<file path="src/rtl/truth_table_sweeper_pkg.sv">
// Shared types and constants for the truth-table sweeper.
package truth_table_pkg;

   localparam int unsigned VEC_W   = 3;
   localparam int unsigned TABLE_W = 8;
   localparam logic [TABLE_W-1:0] DEFAULT_EXPECTED = 8'h3D;

   typedef enum logic [1:0] {
      IDLE,
      HOLD,
      SAMPLE,
      DONE
   } state_t;

endpackage

</file>
<file path="src/rtl/truth_table_sweeper_settle_timer.sv">
// Settle-window counter: counts cycles a vector has been driven, flags TERMINAL.
module sweep_settle_timer #(
   parameter int unsigned TERMINAL = 3,
   parameter int unsigned CNT_W    = 8
) (
   input  logic clk,
   input  logic rst,
   input  logic clr,
   input  logic load,
   input  logic en,
   output logic term_c
);

   logic [CNT_W-1:0] cnt_q;
   logic [CNT_W-1:0] cnt_d;

   // Load value 1: the first cycle of a new vector is already one held cycle.
   always_comb begin
      cnt_d = cnt_q;
      if (clr) begin
         cnt_d = '0;
      end else if (load) begin
         cnt_d = CNT_W'(1);
      end else if (en) begin
         cnt_d = cnt_q + CNT_W'(1);
      end
   end

   always_ff @(posedge clk) begin
      if (rst) begin
         cnt_q <= '0;
      end else begin
         cnt_q <= cnt_d;
      end
   end

   assign term_c = (cnt_q == CNT_W'(TERMINAL));

endmodule

</file>
<file path="src/rtl/truth_table_sweeper.sv">
// Drives all 8 input vectors of a 3-input gate, samples its output after a
// settle window and assembles/compares the 8-bit truth-table code.
module truth_table_sweeper
   import truth_table_pkg::*;
#(
   parameter int unsigned        SETTLE_CYCLES = 3,
   parameter logic [TABLE_W-1:0] EXPECTED      = DEFAULT_EXPECTED
) (
   input  logic               clk,
   input  logic               rst,
   input  logic               start,
   input  logic               out,
   output logic               in1,
   output logic               in2,
   output logic               in3,
   output logic               busy,
   output logic               done,
   output logic               valid,
   output logic [TABLE_W-1:0] table_code,
   output logic               match
);

   // With no settle window each vector lives only in SAMPLE.
   localparam state_t FIRST_STATE = (SETTLE_CYCLES == 0) ? SAMPLE : HOLD;

   state_t             state_q, state_d;
   logic [VEC_W-1:0]   idx_q, idx_d;
   logic [VEC_W-1:0]   vec_q, vec_d;
   logic [TABLE_W-1:0] table_q, table_d;
   logic               busy_q, busy_d;
   logic               done_q, done_d;
   logic               valid_q, valid_d;
   logic               match_q, match_d;

   logic timer_clr, timer_load, timer_en, timer_term_c;

   sweep_settle_timer #(
      .TERMINAL (SETTLE_CYCLES),
      .CNT_W    (8)
   ) u_timer (
      .clk    (clk),
      .rst    (rst),
      .clr    (timer_clr),
      .load   (timer_load),
      .en     (timer_en),
      .term_c (timer_term_c)
   );

   always_comb begin
      state_d    = state_q;
      idx_d      = idx_q;
      table_d    = table_q;
      valid_d    = valid_q;
      match_d    = match_q;
      done_d     = 1'b0;
      timer_clr  = 1'b0;
      timer_load = 1'b0;
      timer_en   = 1'b0;

      case (state_q)
         IDLE, DONE: begin
            if (start) begin
               state_d    = FIRST_STATE;
               idx_d      = '0;
               table_d    = '0;
               valid_d    = 1'b0;
               match_d    = 1'b0;
               timer_load = 1'b1;
            end
         end
         HOLD: begin
            if (timer_term_c) begin
               state_d = SAMPLE;
            end else begin
               timer_en = 1'b1;
            end
         end
         SAMPLE: begin
            // Vector 000 lands in the MSB.
            table_d[3'(3'd7 - idx_q)] = out;
            if (idx_q == 3'd7) begin
               state_d   = DONE;
               done_d    = 1'b1;
               valid_d   = 1'b1;
               match_d   = (table_d == EXPECTED);
               timer_clr = 1'b1;
            end else begin
               state_d    = FIRST_STATE;
               idx_d      = idx_q + 3'd1;
               timer_load = 1'b1;
            end
         end
         default: begin
            state_d = IDLE;
         end
      endcase

      busy_d = (state_d == HOLD) || (state_d == SAMPLE);
      vec_d  = busy_d ? idx_d : '0;
   end

   always_ff @(posedge clk) begin
      if (rst) begin
         state_q <= IDLE;
         idx_q   <= '0;
         vec_q   <= '0;
         table_q <= '0;
         busy_q  <= 1'b0;
         done_q  <= 1'b0;
         valid_q <= 1'b0;
         match_q <= 1'b0;
      end else begin
         state_q <= state_d;
         idx_q   <= idx_d;
         vec_q   <= vec_d;
         table_q <= table_d;
         busy_q  <= busy_d;
         done_q  <= done_d;
         valid_q <= valid_d;
         match_q <= match_d;
      end
   end

   assign in1        = vec_q[2];
   assign in2        = vec_q[1];
   assign in3        = vec_q[0];
   assign busy       = busy_q;
   assign done       = done_q;
   assign valid      = valid_q;
   assign table_code = table_q;
   assign match      = match_q;

endmodule

</file>
<file path="config.mk">
export PLATFORM = sky130hd
export DESIGN_NAME = truth_table_sweeper
export DESIGN_NICKNAME = d
export VERILOG_FILES = /design/src/rtl/truth_table_sweeper_pkg.sv /design/src/rtl/truth_table_sweeper_settle_timer.sv /design/src/rtl/truth_table_sweeper.sv
export SDC_FILE = /design/constraint.sdc
export NUM_CORES = 1
export LEC_CHECK = 0
export CORE_AREA = 4 4 82 84
export DETAILED_ROUTE_END_ITERATION = 6
export DIE_AREA = 0 0 86 88
export DONT_BUFFER_PORTS = 1
export HOLD_SLACK_MARGIN = 0.15
export PLACE_DENSITY = 0.48
export SLEW_MARGIN = 30
export SYNTH_ARGS = -nofsm -noshare
export SYNTH_HDL_FRONTEND = slang
export SYNTH_SLANG_ARGS = --single-unit
</file>
<file path="constraint.sdc">
create_clock -name clk -period 2.2 [get_ports clk]
set_input_delay 0.44 -clock clk [delete_from_list [all_inputs] [get_ports clk]]
set_output_delay 0.44 -clock clk [all_outputs]
set_load 0.02 [all_outputs]
</file>
==> results_dict.tcl <==
set metrics [dict create \
    synth_edf_count 0 \
    cts_setup_buffers 0 \
    min_path_type "input port to flop" \
    worst_pin_slew_ns 0.492 \
    route.detailed.drc 0 \
    grt_pass1_wl_microns 5100 \
    maxSlewViolCount 0 \
    cts_tree "built" \
    clk_path_buf_depth 2 \
    peakVddDrop_mv 0.313 \
    nFillCells 637 \
    synthTopCellsByCount "nor2_1 (31), dfxtp_1 (28), nand2_1 (15)" \
    slowest_stage "dfxtp_1" \
    cp.required_ns 2.42 \
    maxCapViolations 0 \
    yosys_warnings 0 \
    netlist_instances 171 \
    synth_top_area_share_pct 38.7 \
    dr.pass1.iters 4 \
    grt_pass1_vias 1048 \
    max_freq_mhz 545 \
    cp-start-kind "flop" \
    syn-cell-area_sq_um 1450 \
    num_rows 28 \
    hold_path.startpoint "rst" \
    crit_chain "ha_1 > and2_1 > a221o_1 > nand3_2 > xnor2_1 > and2_1" \
    reg2reg_slack_ns 0.36 \
    ant_nets 0 \
    timing.rr.start "idx_q[0]" \
    crit_family "flip-flops" \
    run_status "complete, no violations" \
    timing.final.hold_violations 0 \
    yosys.area.top_type "dfxtp_1" \
    critical_path_class "flop to flop" \
    clock_sinks 28 \
    synth_seq_area_share_pct 38.7 \
    wl_per_cell_microns 12.2 \
    die_h_microns 88 \
    rsz0062_at_grt "false" \
    grt.overflow.total 0 \
    endpoint_kind "flop" \
    core-area_sq_um 5920 \
    wirelength_microns 2970 \
    cp_common_cell "and2_1" \
    synth_nets 179 \
    r2r_cells 6 \
    htree_levels 1 \
    period_minus_slack_ns 1.84 \
    via_count 1103 \
    hpwl_microns 2220 \
    cts_resized 0 \
    p_leak_nw 0.573 \
    relSlewSlack_pct 67.2 \
    nets 178 \
    die-area_sq_um 7570 \
    ys_types 41 \
    ys.flop_type "dfxtp_1" \
    finClkSkew_ns 0.00618 \
    max_stage_delay_ns 0.56 \
    finalCritPeriodShare_pct 83.4 \
    clkTransAtPathRegs_ns 0.10 \
    holdBufCountCts 0 \
    first_iter_violations 36 \
    n_antenna_cell 0 \
    gr-usage-all-layers_pct 8.45 \
    fp.dieW_microns 86 \
    root_buffer "clkbuf_8" \
    synthArstFlopShare_pct 0 \
    reg2reg_to "vec_q[2]" \
    place_congestion 0.732 \
    tns_ns 0 \
    cts_buffers 3 \
    post-route-util_pct 26.5 \
    cp_max_fo 13 \
    port_buffers 0 \
    yosysMostFrequentCell "nor2_1" \
    power_density_nw_per_um2 657 \
    avgSynthCellArea_sq_um 8.47 \
    cp_num_buf_inv 0 \
    drive_gt1_share_pct 7.10 \
    cp.arrival_ns 2.06 \
    setup_viol 0 \
    insertion_delay_ns 0.28 \
    grt_max_degree 22 \
    start_util_pct 24.5 \
    synth_seq_cells 28 \
    ios 19 \
    hold_end "vec_q[1]" \
    synthToLayoutAreaGrowth_pct 8.47 \
    grt_antenna_before_repair 0 \
    synth_top_cells_by_area "dfxtp_1 (39%), nor2_1 (8.0%), mux2i_1 (5.5%), nand2_1 (3.9%), xor2_1 (3.6%)" \
    holdPathStages 1 \
    vias_per_cell 4.52 \
]
-- how the worst max path moves through the flow --
stage          cells after the start  slack [ns]  startpoint       end
2_1_floorplan                      7        0.51  state_q[0]  vec_q[2]
3_3_place_gp                       6        0.43    idx_q[0]  vec_q[1]
3_5_place_dp                       6        0.40    idx_q[0]  vec_q[1]
4_1_cts                            6        0.36    idx_q[0]  vec_q[2]
5_1_grt                            6        0.19    idx_q[0]  vec_q[0]
6_report                           6        0.36    idx_q[0]  vec_q[2]
-- per-layer routing --
metal	GRT usage, %	vias up	wire length (microns)
met4	5.61	0	76
li1	-	594	-
met1	11.5	490	1540
met2	12.3	15	1260
met5	0	-	0
met3	1.32	4	95
-- registers in the layout, indices dropped and copies added (netlist names) --
| name | count |
|---|---|
| done | 1 |
| idx_q | 3 |
| table_code | 8 |
| busy | 1 |
| u_timer.cnt_q | 8 |
| match | 1 |
| vec_q | 3 |
| valid | 1 |
| state_q | 2 |
-- kinds of logic (layout without fill, tap and decap cells) --
kind of cell	Yosys count	count (layout)	synth area share [%]
simple gates	82	82	29.1
flops	28	28	38.7
xor+xnor	9	9	5.45
fa+ha+maj	4	4	3.46
buf+inv	11	9	3.63
mux	8	8	5.53
compound gates	29	29	14.1
-- through the flow --
step | instances | setup slack, ns | area, sq um | hold slack, ns | power [mW]
after global placement | 240 | 0.430 | 1520 | 0.512 | 0.727
after detailed placement | 240 | 0.396 | 1520 | 0.515 | 0.723
after floorplan | 171 | 0.510 | 1450 | 0.494 | 0.690
final | 244 | 0.365 | 1570 | 0.212 | 1.03
after CTS | 244 | 0.363 | 1570 | 0.203 | 1.05
after global routing | 244 | 0.194 | 1570 | 0.204 | 1.08
-- final cells by class --
cell class / instances / area [sq um] / area share (%)
multi-input cells: 132 / 835 / 53.1
inverters: 3 / 11.3 / 0.717
clock buffers: 4 / 55.1 / 3.51
repair buffers: 2 / 15.0 / 0.956
well taps: 75 / 93.8 / 5.98
flip-flops and latches: 28 / 561 / 35.7
-- layout by cell type (no fill, tap or decap), types with 2 or more instances in the layout --
cell type,instances
a21oi_1,8
and2_1,3
inv_1,3
clkbuf_8,4
buf_4,2
mux2i_1,8
dfxtp_1,28
ha_1,4
nand2b_1,5
o21ai_0,6
nand3_1,3
and3_1,2
nor3b_1,2
nor2_1,31
nor2b_1,4
a21o_1,2
nor3_1,5
a2bb2oi_1,2
nand2_1,15
a32o_1,2
xor2_1,6
nand4_1,3
a22oi_1,2
xnor2_1,3
-- worst register-to-register path, delay by kind of cell (launching register included) --
kind                       cells  cell delay [ns]
adders and majority gates      1             0.29
DFF                            1             0.56
and+or+nand+nor                3             0.51
AOI/OAI and AO/OA              1             0.19
xor gates and xnor gates       1             0.23
-- where the power goes --
group          internal (mW)  switching, mW
combinational         0.0724         0.0976
sequential             0.522         0.0165
clock                  0.160          0.163
total                  0.755          0.277
Note: power is estimated with default switching activity, not from simulation.
==> RTL change 1, RTL diff (config.mk and constraints unchanged) <==
The output `busy` loses its register stage (`busy_q` becomes a continuous assignment).
--- a/src/rtl/truth_table_sweeper.sv
+++ b/src/rtl/truth_table_sweeper.sv
@@ -106,5 +106,4 @@
          vec_q   <= '0;
          table_q <= '0;
-         busy_q  <= 1'b0;
          done_q  <= 1'b0;
          valid_q <= 1'b0;
@@ -115,5 +114,4 @@
          vec_q   <= vec_d;
          table_q <= table_d;
-         busy_q  <= busy_d;
          done_q  <= done_d;
          valid_q <= valid_d;
@@ -121,4 +119,6 @@
       end
    end
+
+   assign busy_q = busy_d;
 
    assign in1        = vec_q[2];
Behaviour: not the same (a bounded check fails within 4 cycles, from zero or initial values and one cycle with rst high).
==> RTL change 1 against the original RTL <==
Routed wire length rose by 18%. Largest cell class unchanged. Die area did not move. Total power fell by 6.9%. Design area rose by 11%. Sequential cell count fell by 1. Area after synthesis fell by 3.5%. Worst setup slack got worse by 0.33 ns. First-iteration DRC count rose to 4.3 times the old value. Highest routed layer unchanged.
==> RTL change 1: results (changes against the original RTL) <==
Net Count, Synth 172 (-3.9%); all-layer global routing usage 9.727% (+1.3 points); register area 548.0 um^2 (-2.2%); sequential element share of the synthesized area 38.71% (about the same); vias in the first global route 1145 (+9.3%); #MultiIn Comb 125 (-5.3%); reg2reg path depth 7 (+1); dpl ws 0.02030 ns (-0.3752 ns); slew at the pin closest to its max-slew limit 0.4222 ns (-0.06935 ns); Clk pwr share 31.1% (-0.2 points); Reg2Reg Setup Slack 0.31 ns (-0.05 ns); met1 WL 1620 um (+5.4%); largest net degree at the start of global routing 19 (-14%); clk_skew 0.003144 ns (-0.003038 ns); multi-input combinational area share 51.40% (-1.7 points); CP Capture Point busy; WL final 3499 um (+18%); Compound-Gate Fraction of Synth Area 17.92% (+3.8 points); gpl congestion 0.7567 (+3.4%); Leakage 0.6518 nW (+14%); DRT iter0 DRCs 155 (+330%); Signal inverters 4 (+1); first-pass GRT wire length 5782 um (+13%); proportion of synthesized area in mux cells 3.674% (-1.9 points); worst-path fanout max 4 (-9); fraction of layout cells with a size suffix above 1 21.79% (+15 points); Post-DP HPWL 2457 um (+11%); outcome finished, final reports clean; Hold Path Sink table_code[5]; commonest cells in the synthesized netlist dfxtp_1 (27), nor2_1 (26), a21oi_1 (10), nand2_1 (10), nand3_1 (6); GRT met1 Usage 12.46% (+0.95 points); Non-Filler Instances 254 (+4.1%); Post-Synth Adder-Cell Area 3.584% (+0.13 points); Int Power 0.7109 mW (-5.8%); met2 routed WL 1560 um (+24%); clk sink count 27 (-3.6%); Placed Area 1530 um^2 (+0.99%); Non-clock buffer share 8.387% (+7.4 points); FF-to-FF Start state_q[0]; multi-input logic area 897.1 um^2 (+7.5%)
==> RTL change 1: changes by cell type after synthesis, moves of 3 or more <==
cell and delta:
nor2_1 -5, a32oi_1 +4, o21ai_1 +3, nand2_1 -5, nand3_1 +3, mux2i_1 -4
==> RTL change 1: power by group through the flow <==
stage | clock network (mW) | registers [mW] | logic (mW)
finish | 0.299 | 0.501 | 0.160
global route | 0.339 | 0.502 | 0.174
CTS | 0.302 | 0.501 | 0.138
detailed placement | 0 | 0.510 | 0.105
global placement | 0 | 0.510 | 0.106
floorplan | 0 | 0.511 | 0.0703
==> RTL change 1: critical path, stage by stage (launching register included) <==
cell     delay, ns
dfxtp_2       0.36
inv_1         0.07
ha_4          0.29
mux2_4        0.32
o32ai_4       0.21
xnor2_4       0.21
==> RTL change 1: what timing repair did <==
action,in CTS,in global routing
gates resized for setup,14,5
buffers inserted,3,5
setup endpoints to repair,1,1
hold buffers,0,0
pin swaps,5,6
endpoints found under the hold margin,0,0
==> RTL change 2, RTL diff (same settings) <==
Made on the original files. Change the package constant `VEC_W` from 3 to 6.
--- a/src/rtl/truth_table_sweeper_pkg.sv
+++ b/src/rtl/truth_table_sweeper_pkg.sv
@@ -2,5 +2,5 @@
 package truth_table_pkg;
 
-   localparam int unsigned VEC_W   = 3;
+   localparam int unsigned VEC_W   = 6;
    localparam int unsigned TABLE_W = 8;
    localparam logic [TABLE_W-1:0] DEFAULT_EXPECTED = 8'h3D;
Behaviour: no difference found for any inputs over 10 cycles, from zero or initial values and one cycle with rst high; that may be too few to reach the edited logic, so the function may still have changed.
==> RTL change 2 against the original RTL <==
Clock power increased by 75%. Combinational power decreased by 42%. Worst setup slack got worse by 0.086 ns. Routed wire length increased by 44%. Total power increased by 21%. Core utilization increased by 5.9 points. Count of clock-buffer cells in the layout increased by 1. Maximum frequency decreased by 4.5%. Design area increased by 22%. Global-route usage increased by 3.6 points. Via count increased by 36%. Area after synthesis increased by 18%. Sequential cell count increased by 3. First-iteration DRC count increased to 3.7 times the old value. Critical path type unchanged. Largest cell class unchanged. Highest routed layer unchanged.
==> RTL change 2: results (changes against the original RTL) <==
outcome finished, final reports clean; clk_skew 0.005131 ns (-0.001051 ns); dpl ws 0.3165 ns (-0.07904 ns); Non-Filler Instances 290 (+19%); WP data arrival 2.15 ns (+0.09 ns); Leakage 0.6461 nW (+13%); Mapped Cells 211 (+23%); Post-DP HPWL 3037 um (+37%); Yosys warning total 0 (unchanged); cell family with most CP delay adder cells; commonest cells in the synthesized netlist dfxtp_1 (31), nor2_1 (23), o21ai_0 (18); vias in the first global route 1380 (+32%); DRT iter0 DRCs 132 (+270%); Placed Area 1808 um^2 (+19%); sequential element share of the synthesized area 36.28% (-2.4 points); GRT met1 Usage 17.03% (+5.5 points); CP max stage cell ha_1; Distinct cells, synth 49 (+20%); first-pass GRT wire length 7120 um (+40%); GRT met3 Usage 2.634% (+1.3 points); gpl congestion 0.7978 (+9.0%); worst skew pair latency 0.28 ns (about the same); fraction of layout cells with a size suffix above 1 11.63% (+4.5 points); post-CTS setup buffers 0 (unchanged); Placed Instances 282 (+18%); met2 Use GR 17.66% (+5.4 points); fill cell count 611 (-4.1%); PD cells 647.4 nW/um^2 (-1.4%); VDD IR max 0.0002874 V (-8.3%); WL final 4284 um (+44%); total number of vias 1503 (+36%); Rel. slew slack 76.79% (+9.6 points); worst-path fanout max 8 (-5); I/O Buffers 0 (unchanged); TritonCTS buffer count 5 (+2); slowest stage delay, CP 0.45 ns (-0.11 ns); Int Power 0.9474 mW (+26%); CTS resizes 0 (unchanged); FF-to-FF Start state_q[0]; Critical Path Source state_q[0]; Final WS setup 0.2790 ns (-0.08557 ns); main area contributors after synthesis dfxtp_1 (36%), o21ai_0 (5.3%), nor2_1 (5.0%); H-tree Lvls 2 (+1); Reg clk slew, reported paths 0.07 ns (-0.03 ns); largest net degree at the start of global routing 24 (+9.1%); Net Count, Synth 219 (+22%); combinational share of power 7.9% (-8.6 points); all-layer global routing usage 12.03% (+3.6 points); hold slack 0.2228 ns (+0.01049 ns); fraction of registers with async set/reset 0% (unchanged)
[RTL change 2: cell count changes after synthesis, moves of 4 or more]
cell / change
nand3_1: +5
nor2_1: -8
mux2i_1: -7
a21oi_1: +9
o21ai_0: +12
nand4_1: +4
[RTL change 2: final timing paths]
check,to,depth (start not counted)
setup / recovery,vec_q[0],7
hold / removal,busy,1
setup reg to reg,vec_q[0],7
hold reg to reg,idx_q[5],2
[RTL change 2: layout make-up]
cell class / count / area [um^2] / share of cell area [%]
Clock buffer: 5 / 68.82 / 3.583
Timing Repair Buffer: 7 / 52.55 / 2.736
Clock inverter: 3 / 43.79 / 2.280
Multi-Input combinational cell: 163 / 1018 / 53.03
Inverter: 6 / 22.52 / 1.173
Tap cell: 75 / 93.84 / 4.886
Sequential cell: 31 / 620.6 / 32.31
[RTL change 2: power by group through the flow]
stage	combinational (mW)	clock, mW	sequential [mW]
6_report	0.0988	0.566	0.579
5_1_grt	0.113	0.601	0.580
4_1_cts	0.0995	0.590	0.579
3_5_place_dp	0.0990	0	0.592
3_3_place_gp	0.0976	0	0.591
2_1_floorplan	0.0810	0	0.590
[RTL change 2: kinds of logic (layout without fill, tap and decap cells)]
logic type	Yosys count	count (layout)	synth area share [%]
xor+xnor	8	8	4.097
buf+inv	17	21	4.169
mux	1	1	0.5852
flops	31	31	36.28
simple gates	91	91	29.70
compound gates	59	59	22.24
fa+ha+maj	4	4	2.926
[RTL change 2: layer usage]
layer | wire (um) | part of all wire (%) | up-vias
li1 | - | - | 773
met1 | 2151 | 50 | 687
met2 | 1858 | 43 | 37
met3 | 206 | 4.8 | 6
met4 | 68 | 1.6 | 0
met5 | 0 | 0 | -
